File: config.mk
export PLATFORM = sky130hd
export DESIGN_NAME = minterm_dec_unit
export DESIGN_NICKNAME = d
export VERILOG_FILES = /design/src/rtl/minterm_dec_unit.sv
export SDC_FILE = /design/constraint.sdc
export NUM_CORES = 1
export LEC_CHECK = 0
export BUFFER_PORTS_ARGS = -buffer_cell sky130_fd_sc_hd__buf_2
export CORE_MARGIN = 1
export CORE_UTILIZATION = 59
export DETAILED_ROUTE_END_ITERATION = 6
export MAX_ROUTING_LAYER = met4
export PLACE_DENSITY = 0.88
export SLEW_MARGIN = 30
export SYNTH_ARGS = -nofsm -noshare
export SYNTH_HDL_FRONTEND = slang
export SYNTH_SLANG_ARGS = --single-unit
File: constraint.sdc
create_clock -name clk -period 4.1 [get_ports clk]
set_input_delay 0.41 -clock clk [delete_from_list [all_inputs] [get_ports clk]]
set_output_delay 0.41 -clock clk [all_outputs]
set_load 0.005 [all_outputs]
File: src/rtl/minterm_dec_unit.sv
// Programmable sum-of-minterms unit: registered one-hot decode and F lookup
// behind a valid/ready stage, plus a sweep that counts the mask's on-set.
//
//  state | meaning
//  IDLE  | evaluating input vectors, accepting sweep requests
//  SWEEP | walking idx 0..NM-1, accumulating on-set bits
//  DONE  | publishing sweep_count and pulsing sweep_done
module minterm_dec_unit #(
  parameter int N_IN   = 4,
  parameter int LOAD_W = 8,
  localparam int NM    = 1 << N_IN,
  localparam int NCH   = NM / LOAD_W,
  localparam int CA    = (NCH > 1) ? $clog2(NCH) : 1
) (
  input  logic              clk,
  input  logic              rst,
  input  logic              en_n,
  input  logic              cfg_wr,
  input  logic [CA-1:0]     cfg_addr,
  input  logic [LOAD_W-1:0] cfg_data,
  input  logic              in_valid,
  output logic              in_ready,
  input  logic [N_IN-1:0]   in_vec,
  output logic              out_valid,
  input  logic              out_ready,
  output logic              out_f,
  output logic [NM-1:0]     out_onehot,
  input  logic              sweep_start,
  output logic              sweep_busy,
  output logic              sweep_done,
  output logic [N_IN:0]     sweep_count
);

  localparam logic [1:0] IDLE  = 2'd0;
  localparam logic [1:0] SWEEP = 2'd1;
  localparam logic [1:0] DONE  = 2'd2;

  localparam logic [N_IN:0] IDX_LAST = (N_IN+1)'(NM - 1);

  logic [NM-1:0] mask;
  logic [1:0]    state;
  logic [N_IN:0] idx;
  logic [N_IN:0] acc;
  logic          drain_ok;
  logic          sweep_take;
  logic          accept;

  // A sweep may start only when the output register is empty or emptying now.
  assign drain_ok   = !out_valid || out_ready;
  assign sweep_take = (state == IDLE) && sweep_start && drain_ok;
  assign in_ready   = (state == IDLE) && drain_ok && !sweep_take;
  assign accept     = in_valid && in_ready;
  assign sweep_busy = (state == SWEEP);

  always_ff @(posedge clk or posedge rst) begin
    if (rst) begin
      mask <= '0;
    end else if (cfg_wr && !sweep_busy) begin
      for (int c = 0; c < NCH; c++) begin
        if (int'(cfg_addr) == c) mask[c*LOAD_W +: LOAD_W] <= cfg_data;
      end
    end
  end

  always_ff @(posedge clk or posedge rst) begin
    if (rst) begin
      out_valid  <= 1'b0;
      out_f      <= 1'b0;
      out_onehot <= '0;
    end else if (accept) begin
      out_valid  <= 1'b1;
      out_f      <= mask[in_vec] & ~en_n;
      out_onehot <= en_n ? '0 : (NM'(1) << in_vec);
    end else if (out_ready) begin
      out_valid  <= 1'b0;
    end
  end

  always_ff @(posedge clk or posedge rst) begin
    if (rst) begin
      state       <= IDLE;
      idx         <= '0;
      acc         <= '0;
      sweep_done  <= 1'b0;
      sweep_count <= '0;
    end else begin
      sweep_done <= 1'b0;
      case (state)
        IDLE: begin
          if (sweep_take) begin
            state <= SWEEP;
            idx   <= '0;
            acc   <= '0;
          end
        end
        SWEEP: begin
          acc <= acc + {{N_IN{1'b0}}, mask[idx[N_IN-1:0]] & ~en_n};
          idx <= idx + 1'b1;
          if (idx == IDX_LAST) state <= DONE;
        end
        DONE: begin
          sweep_count <= acc;
          sweep_done  <= 1'b1;
          state       <= IDLE;
        end
        default: state <= IDLE;
      endcase
    end
  end

endmodule

==> impl_results.md <==
- Combined buffer and inverter count along the critical path: 0
- Total via count in the routed design: 1730
- WP data arrival: 2.81 ns
- Boundary Pins: 46
- Category of the worst setup path capture point: flip-flop
- FF+latch count, synth: 52
- Number of remaining DRC errors: 0
- Proportion of register bits with asynchronous set or reset after synthesis: 1.00
- Post-CTS Hold Fix Bufs: 0
- Category of cells accounting for the largest share of critical-path delay: multiplexers
- Number of pins with negative max-slew slack in the final report: 0
- Worst setup skew after layout: 0.00682 ns
- Hold Slack: 0.180 ns
- Post-CTS clock slew at the launch and capture registers of the worst setup and hold paths: 0.09 ns
- Overall die area: 4380 µm²
- Starting density of the core: 0.640
- First-pass GRT wire length: 8240 µm
- Number of enable-type register cells in the synthesized netlist: 0
- Detailed-route vias per instance: approximately 6.0
- Worst Reg2Reg Path Length in Cells: 8
- Antenna violations before repair: 0
- Avg Synthesized Cell Area: 12.2 µm²
- Max Fclk: between 300 and 400 MHz
- Number of global-route vias before repair: 1755
- Die Y-Extent: 66.2 µm
- Crit path required time: 4.30 ns
- Maximum number of pins on one net before global-route repair: 53
- Post-Synthesis Cells: 199
- Leak Pwr: around 1.4 nW
- Mapped cell area: 2430 µm²
- Die width: between 60 and 70 µm
- Number of CTS-inserted buffers: 5
- Setup slack after layout: 1.50 ns
- Startpoint Class: flip-flop
- Worst min path class: input pin to async pin
- Yosys cell types: 36
- Antenna diode count: 0
- Sink count of the clock tree: 52
- CTS H-tree depth: 2
- Worst Setup Slack post-DPL: 1.53 ns
- Antenna Violating Nets Remaining: 0
- Final Routed Wirelength: 4780 µm
- Longest individual stage delay on the worst path: 0.60 ns
- Crit Path Max Fanout: 9
- Max Buffers Root-to-Sink: 2
- Dominant cell type by count on the critical path: sky130_fd_sc_hd__ha_1
- Nets in the synthesized netlist: approximately 220
- Critical path start-end classification: flip-flop to flip-flop
- Final HPWL from detailed placement: 3420 µm
- Weighted congestion at the end of routability-driven global placement: 0.805
- Slowest stage cell on the critical path: sky130_fd_sc_hd__mux4_1
- Number of gates resized after CTS: 0
- Hold Vio Cnt, Final: 0
- Power per Cell Area: 595 nW/µm²
- Core box area: 3800 µm²
- Syn-to-layout area delta: 13.8%
- Status: finished clean
- Layout Nets: approximately 270
- Clk root buf: sky130_fd_sc_hd__clkbuf_8
- Source-to-sink clock delay at the later pin of the worst-skew pair: approximately 0.3 ns
- Placement Cell Area: 2670 µm²
- Maximum VDD drop: between 0.4 and 0.5 mV
- Max-slew headroom at the worst pin: 0.589
- Final Cell Area: 2770 µm²
- Slew @ Worst Pin: between 0.6 and 0.7 ns
- Final period utilization: 0.635
- Minimum clock period after layout: 2.60 ns
- Share of layout cells above drive strength 1: 0.343
- First-pass iteration count of the detailed router: 5
- RSZ-0062 raised after global routing: false
- Warning count from the yosys run: 0
- Max-capacitance violation count: 0
- Buffers inserted by post-CTS timing repair: 0
- Worst path cell trace: mux4_1, mux4_2, nor2b_4, ha_1, ha_1, nand3_1, xnor2_1, a22o_1
- Number of DRC markers in iteration 0: 160
- Launching point of the worst reg2reg path: idx[0]
- Final-layout setup total negative slack: 0 ns
- End of the worst register-to-register path: acc[4]
- R2R setup slack: 1.50 ns
- Standard-cell row count: 22
- Portion of the post-synthesis area used by sequential elements: 0.535
- TritonCTS clock tree: done
- GRT overflow: 0
- Most frequently used flop master after synthesis: sky130_fd_sc_hd__dfrtp_1
- IO buf count: 45
- Setup violations, final: 0
- Average wire per standard cell: 16.5 µm
- Tot GR Track Use: 0.261
-- registers in the layout (all words and copies together), names as in the netlist --
| name | cells |
|---|---|
| state | 2 |
| mask | 16 |
| out_valid | 1 |
| out_f | 1 |
| sweep_done | 1 |
| acc | 5 |
| out_onehot | 16 |
| idx | 5 |
| sweep_count | 5 |
-- kinds of logic after synthesis --
family	count (synthesis)	share of synthesized area
and+or+nand+nor	53	0.105
DFF	52	0.535
AOI/OAI and AO/OA	41	0.124
muxes	32	0.182
buffers and inverters	16	0.0298
adders and majority gates	4	0.0206
xor gates and xnor gates	1	0.00360
-- worst max path at each step --
stage          slack, ns  cells past startpoint  startpoint      to
2_1_floorplan       1.68                      9      idx[0]  acc[4]
3_3_place_gp        1.58                      8      idx[0]  acc[4]
3_5_place_dp        1.53                      8      idx[0]  acc[4]
4_1_cts             1.51                      8      idx[0]  acc[4]
5_1_grt             1.34                      8      idx[0]  acc[4]
6_report            1.50                      8      idx[0]  acc[4]
-- final cells by class --
type | count | area [µm²]
clock inverter | 1 | 7.51
sequential | 52 | 1300
inverter | 5 | 21.3
fill | 259 | 1030
timing repair buffer | 46 | 233
tap | 48 | 60.1
clock buffer | 7 | 86.3
multi-input combinational | 131 | 1060
-- layout by cell type, fill, tap and decap left out, types with 2 or more instances in the layout --
| cell | count |
|---|---|
| sky130_fd_sc_hd__a22o_1 | 4 |
| sky130_fd_sc_hd__nand2b_1 | 6 |
| sky130_fd_sc_hd__nor2b_1 | 2 |
| sky130_fd_sc_hd__mux4_2 | 2 |
| sky130_fd_sc_hd__a31oi_1 | 2 |
| sky130_fd_sc_hd__nand2_1 | 28 |
| sky130_fd_sc_hd__buf_2 | 45 |
| sky130_fd_sc_hd__inv_1 | 3 |
| sky130_fd_sc_hd__o41ai_1 | 4 |
| sky130_fd_sc_hd__o21ai_0 | 6 |
| sky130_fd_sc_hd__dfrtp_1 | 52 |
| sky130_fd_sc_hd__nand4_1 | 2 |
| sky130_fd_sc_hd__nand3_1 | 2 |
| sky130_fd_sc_hd__o31ai_1 | 18 |
| sky130_fd_sc_hd__clkbuf_8 | 6 |
| sky130_fd_sc_hd__ha_1 | 4 |
| sky130_fd_sc_hd__nor2_1 | 6 |
| sky130_fd_sc_hd__mux2_2 | 26 |
| sky130_fd_sc_hd__mux4_1 | 4 |
-- power breakdown --
part / internal, mW / total (mW) / switching [mW] / leakage, nW
sequential: 0.674 / 0.825 / 0.151 / 0.683
clock: 0.137 / 0.298 / 0.161 / 0.0445
combinational: 0.312 / 0.523 / 0.211 / 0.639
-- stage by stage --
| stage | instances | power [mW] | utilization |
|---|---|---|---|
| 2_1_floorplan | 199 | 1.21 | - |
| 3_3_place_gp | 282 | 1.32 | 0.703 |
| 3_5_place_dp | 282 | 1.36 | 0.704 |
| 4_1_cts | 290 | 1.65 | 0.729 |
| 5_1_grt | 290 | 1.75 | 0.729 |
| 6_report | 290 | 1.65 | 0.729 |
-- layer usage --
layer	vias to the layer above	share of wire	routed length [µm]	GRT usage
li1	823	-	-	-
met1	831	0.45	2170	0.328
met4	0	0.023	109	0.0904
met2	63	0.47	2250	0.421
met5	-	0	0	-
met3	13	0.052	247	0.0552
-- synthesized netlist by cell type (2+ instances only) --
master	number	area, µm²
sky130_fd_sc_hd__mux2_2	26	293
sky130_fd_sc_hd__o41ai_1	4	35.0
sky130_fd_sc_hd__nand2b_1	6	37.5
sky130_fd_sc_hd__nand3_1	2	10.0
sky130_fd_sc_hd__o31ai_1	18	135
sky130_fd_sc_hd__ha_1	4	50.1
sky130_fd_sc_hd__clkbuf_1	6	22.5
sky130_fd_sc_hd__mux4_2	2	45.0
sky130_fd_sc_hd__nor2b_1	2	12.5
sky130_fd_sc_hd__nor2_1	6	22.5
sky130_fd_sc_hd__nand2_1	28	105
sky130_fd_sc_hd__nand4_1	2	12.5
sky130_fd_sc_hd__mux4_1	4	105
sky130_fd_sc_hd__a31oi_1	2	12.5
sky130_fd_sc_hd__o21ai_0	6	30.0
sky130_fd_sc_hd__dfrtp_1	52	1300
sky130_fd_sc_hd__a22o_1	4	35.0
sky130_fd_sc_hd__inv_1	4	15.0
sky130_fd_sc_hd__buf_2	4	20.0
(Power assumes the default switching activity.)
